## src/rtl/div24u_seq_restoring.sv

```systemverilog
// -----------------------------------------------------------------------------
// div24u_seq_restoring
//   Sequential unsigned restoring divider: 2W-bit dividend / W-bit divisor
//   gives a W-bit quotient and a W-bit remainder. The divider produces one
//   quotient bit per cycle and has valid/ready handshakes on both sides.
//   TRUNC forces dividend LSBs to zero at accept, which makes approximate
//   variants of the divider.
//
// Parameters
//   W      operand width (dividend is 2W bits)
//   TRUNC  number of dividend LSBs zeroed at accept (0 = exact)
//
// Ports
//   CLK        clock, rising edge
//   RST        asynchronous active-high reset
//   IN_VALID   dividend/divisor valid
//   IN_READY   divider idle (combinational from state)
//   A          dividend, 2W bits unsigned
//   B          divisor, W bits unsigned
//   OUT_VALID  result valid (registered)
//   OUT_READY  consumer accepts result
//   Q          quotient (registered)
//   R          remainder (registered)
//   DIV0       divisor was zero
//   OVF        quotient would not fit in W bits
// -----------------------------------------------------------------------------
module div24u_seq_restoring #(
  parameter int unsigned W     = 12,
  parameter int unsigned TRUNC = 0
) (
  input  logic             CLK,
  input  logic             RST,
  input  logic             IN_VALID,
  output logic             IN_READY,
  input  logic [2*W-1:0]   A,
  input  logic [W-1:0]     B,
  output logic             OUT_VALID,
  input  logic             OUT_READY,
  output logic [W-1:0]     Q,
  output logic [W-1:0]     R,
  output logic             DIV0,
  output logic             OVF
);

  localparam int unsigned CW = (W > 1) ? $clog2(W) : 1;

  typedef enum logic [1:0] {
    S_IDLE,
    S_CALC,
    S_DONE
  } state_t;

  state_t          state_q;
  logic [W-1:0]    alo_q;      // low half of the latched dividend, consumed MSB first
  logic [W-1:0]    b_q;
  logic [W:0]      rem_q;
  logic [CW-1:0]   cnt_q;
  logic [W-1:0]    q_q;
  logic [W-1:0]    r_q;
  logic            div0_q;
  logic            ovf_q;
  logic            out_valid_q;

  // Accept-side datapath
  logic [2*W-1:0]  trunc_mask;
  logic [2*W-1:0]  a_m;
  logic [W-1:0]    a_hi;
  logic [W-1:0]    a_lo;

  always_comb begin
    trunc_mask = '0;
    for (int unsigned i = 0; i < 2*W; i++) begin
      trunc_mask[i] = (i >= TRUNC);
    end
    a_m  = A & trunc_mask;
    a_hi = a_m[2*W-1:W];
    a_lo = a_m[W-1:0];
  end

  // One restoring step: shift in the next dividend bit, trial-subtract at W+1 bits
  logic [W:0]      t_d;
  logic            qbit_d;
  logic [W:0]      rem_d;

  always_comb begin
    t_d    = {rem_q[W-1:0], alo_q[cnt_q]};
    qbit_d = (t_d >= {1'b0, b_q});
    rem_d  = qbit_d ? (t_d - {1'b0, b_q}) : t_d;
  end

  always_ff @(posedge CLK or posedge RST) begin
    if (RST) begin
      state_q     <= S_IDLE;
      alo_q       <= '0;
      b_q         <= '0;
      rem_q       <= '0;
      cnt_q       <= '0;
      q_q         <= '0;
      r_q         <= '0;
      div0_q      <= 1'b0;
      ovf_q       <= 1'b0;
      out_valid_q <= 1'b0;
    end else begin
      unique case (state_q)
        S_IDLE: begin
          if (IN_VALID) begin
            alo_q  <= a_lo;
            b_q    <= B;
            div0_q <= 1'b0;
            ovf_q  <= 1'b0;
            if (B == '0) begin
              q_q     <= '1;
              r_q     <= a_lo;
              div0_q  <= 1'b1;
              state_q <= S_DONE;
            end else if (a_hi >= B) begin
              q_q     <= '1;
              r_q     <= '0;
              ovf_q   <= 1'b1;
              state_q <= S_DONE;
            end else begin
              rem_q   <= {1'b0, a_hi};
              cnt_q   <= CW'(W - 1);
              state_q <= S_CALC;
            end
          end
        end

        S_CALC: begin
          rem_q <= rem_d;
          q_q   <= {q_q[W-2:0], qbit_d};
          if (cnt_q == '0) begin
            r_q     <= rem_d[W-1:0];
            state_q <= S_DONE;
          end else begin
            cnt_q <= cnt_q - 1'b1;
          end
        end

        S_DONE: begin
          // OUT_VALID rises one cycle after entering DONE, so every path
          // sees the same registered result/valid relationship.
          if (!out_valid_q) begin
            out_valid_q <= 1'b1;
          end else if (OUT_READY) begin
            out_valid_q <= 1'b0;
            state_q     <= S_IDLE;
          end
        end

        default: state_q <= S_IDLE;
      endcase
    end
  end

  assign IN_READY  = (state_q == S_IDLE);
  assign OUT_VALID = out_valid_q;
  assign Q         = q_q;
  assign R         = r_q;
  assign DIV0      = div0_q;
  assign OVF       = ovf_q;

endmodule

```

## config.mk

```make
export PLATFORM = sky130hd
export DESIGN_NAME = div24u_seq_restoring
export DESIGN_NICKNAME = d
export VERILOG_FILES = /design/src/rtl/div24u_seq_restoring.sv
export SDC_FILE = /design/constraint.sdc
export NUM_CORES = 1
export LEC_CHECK = 0
export CORE_MARGIN = 10
export CORE_UTILIZATION = 58
export DETAILED_ROUTE_END_ITERATION = 10
export GPL_ROUTABILITY_DRIVEN = 1
export PLACE_DENSITY = 0.94
export SETUP_SLACK_MARGIN = 0.15
export SLEW_MARGIN = 10
export SYNTH_ARGS = -nofsm -noshare
export SYNTH_HDL_FRONTEND = slang
export SYNTH_SLANG_ARGS = --single-unit
```

## constraint.sdc

```tcl
create_clock -name CLK -period 10.25 [get_ports CLK]
set_clock_uncertainty 0.15 [all_clocks]
set_input_delay 2.05 -clock CLK [delete_from_list [all_inputs] [get_ports CLK]]
set_output_delay 2.05 -clock CLK [all_outputs]
set_load 0.02 [all_outputs]
```

==> qor.yml <==
run_status:
  status: "completed"
floorplanning:
  ios: 68
  die_y_um: 103.1
  die-width_um: 103.1
  dieArea_mm2: 0.01063
  start_util: 0.5930
  coreArea_mm2: 0.006756
  std_cell_rows: 30
detailed_routing:
  wl_per_cell_um: 19.27
  dr.pass1.iters: 5
  vias: 3686
  ant_nets: 0
  drtIter0Drc: 315
  vias_per_cell: 6.195
  drc: 0
  routed_wl_mm: 11.47
timing:
  relSlewSlack: 0.2094
  worst_pin_slew_ns: 1.186
  finalHoldViolCount: 0
  hold_ws_ns: 0.3320
  setup_viol: 0
  rsz0062_at_grt: "false"
  max_freq_ghz: 0.2050
  finalCritPeriodShare: 0.4760
  period_minus_slack_ns: 4.879
  slew_viol_final: 0
  setup_tns_ns: 0
  worst_slack_ns: 5.371
final_layout:
  num-nets-final: 576
  seq_area_mm2: 0.001727
  drive_gt1_frac: 0.06214
  fill_cells: 455
  areaGrowthSynthToFinish_pct: 21.61
  final_cells: 595
  n_antenna_cell: 0
  utilization: 0.7211
  final_area_mm2: 0.004872
  multi_input_area_mm2: 0.002051
synth:
  synth-main-ff-cell: "dfrtp_1"
  ys_types: 52
  avgSynthCellArea_um2: 8.903
  postSynth.asyncResetShare: 1.000
  synth_seq_cells: 69
  ys_seq_area_frac: 0.4310
  syn_area_mm2: 0.004006
  synthesis.nets: 516
  synth_edf_count: 0
  yosysWarnings: 0
  syn_inst: 450
placed_design:
  placed_area_mm2: 0.004695
  dp_hpwl_mm: 8.771
  gp_congestion: 0.8980
  port_buffers: 67
  pre_cts_slack_ns: 5.130
  dp.cells: 579
clock_network:
  cts_tree: "done"
  numCtsBuffers: 9
  clk_latency_ns: 0.35
  cts_setup_buffers: 0
  holdBufCountCts: 0
  cts_resized: 0
  clockBufferDepth: 2
  cts-root-buf: "clkbuf_8"
  clock-sinks: 69
  clk_pin_slew_worst_paths_ns: 0.08
  cts_max_level: 3
grt:
  overflow: 0
  grt_pass1_vias: 3685
  grt_util_all_layers: 0.2223
  grt_pass1_wl_mm: 18.29
  antenna_found_initial: 0
  grt_max_degree: 70
pwr:
  p_per_area_mw_per_mm2: 370.3
  p_leak_nw: 2.153
  peakVddDrop_mv: 0.2284
  finalPower_mw: 1.804
worst_setup_path:
  cp_common_cell: "a21o_1"
  crit_family: "compound AO/OA/AOI/OAI gates"
  critPathKind: "primary input to register"
  worstPathRequired_ns: 10.34
  cp_max_fo: 24
  endpoint_kind: "register"
  crit_arrival_ns: 4.97
  start_kind: "primary input"
  cpPeakStageDelay_ns: 0.73
  crit_chain: "clkdlybuf4s50_1, inv_1, ha_1, a21o_1, a21o_1, a2111oi_4, a41o_1, nor2b_1, a311o_1"
  crit_buf_inv: 2
  crit_slowest_cell: "a41o_1"
run:
  drv_cap: 0
worst_hold_path:
  hold_path.class: "register to register"
[Yosys cell counts (3+ instances only)]
library cell	n	area, um2
nand2_1	91	341.6
dfrtp_1	69	1727
nor2_1	41	153.9
inv_1	33	123.9
ha_1	25	312.8
a31oi_1	24	150.1
a21oi_1	21	105.1
o21ai_0	17	85.08
o22a_1	15	131.4
clkbuf_1	14	52.55
nand3_1	12	60.06
a21o_1	5	37.54
mux2_2	5	56.30
nor2b_1	5	31.28
nor3_1	5	25.02
nor4_1	5	31.28
and2_1	4	25.02
mux2i_1	4	40.04
xnor2_1	4	35.03
a211oi_1	3	22.52
a22oi_1	3	22.52
buf_2	3	15.01
mux4_2	3	67.56
nand2b_1	3	18.77
[worst min-delay path, delay by kind of cell, from the launching register on]
family        cells  cell delay (ns)
flops             1             0.34
simple gates      2             0.11
[cell usage in the layout (no fill, tap or decap), drive strengths merged, types with 6 or more instances in the layout]
master and n:
nand2 91, a31oi 24, ha 25, nor2 41
dfrtp 69, inv 33, a21oi 21, o21ai 17
o22a 15, clkbuf 12, a21o 6, nand3 12
clkdlybuf4s50 67
[sequential cells by signal, indices dropped and copies added (netlist names)]
name and cells:
alo_q 12, state_q 2, Q 12, OUT_VALID 1, cnt_q 4, b_q 12
DIV0 1, R 12, rem_q 12, OVF 1
[layer usage]
layer / track usage / vias up / part of all wire
li1: - / 1700 / -
met1: 0.2561 / 1769 / 0.38
met2: 0.3730 / 182 / 0.50
met3: 0.05563 / 35 / 0.078
met4: 0.1166 / 0 / 0.038
met5: 0 / - / 0
[path summary, 6_finish.rpt]
path | start | endpoint | slack (ns) | cells past startpoint
worst max register to register | cnt_q[0] | rem_q[6] | 6.32 | 13
worst max-delay path | B[9] | rem_q[4] | 5.37 | 9
min in group asynchronous | RST | alo_q[7] | 2.12 | 3
max in group asynchronous | RST | b_q[6] | 7.28 | 3
worst min-delay path | alo_q[11] | alo_q[11] | 0.33 | 2
worst min register to register | alo_q[11] | alo_q[11] | 0.33 | 2
[cell type report]
class,instances,share of cell area
Inverter,33,0.02542
Timing Repair Buffer,70,0.1423
Clock buffer,12,0.03184
Clock inverter,4,0.004622
Multi-Input combinational cell,327,0.4209
Sequential cell,69,0.3544
Tap cell,80,0.02054
[power by group]
group          total, mW  leakage (nW)  switching [mW]  internal (mW)
Combinational       1.11          1.27           0.646          0.463
Clock              0.201        0.0921           0.101         0.0998
Sequential         0.495         0.791          0.0922          0.402
[logic make-up after synthesis]
group | synth area share
buf+inv | 0.05715
flops | 0.4310
compound gates | 0.1861
simple gates | 0.1886
xor+xnor | 0.01312
fa+ha+maj | 0.08307
mux | 0.04091
Power figures use the tool's default switching activity.
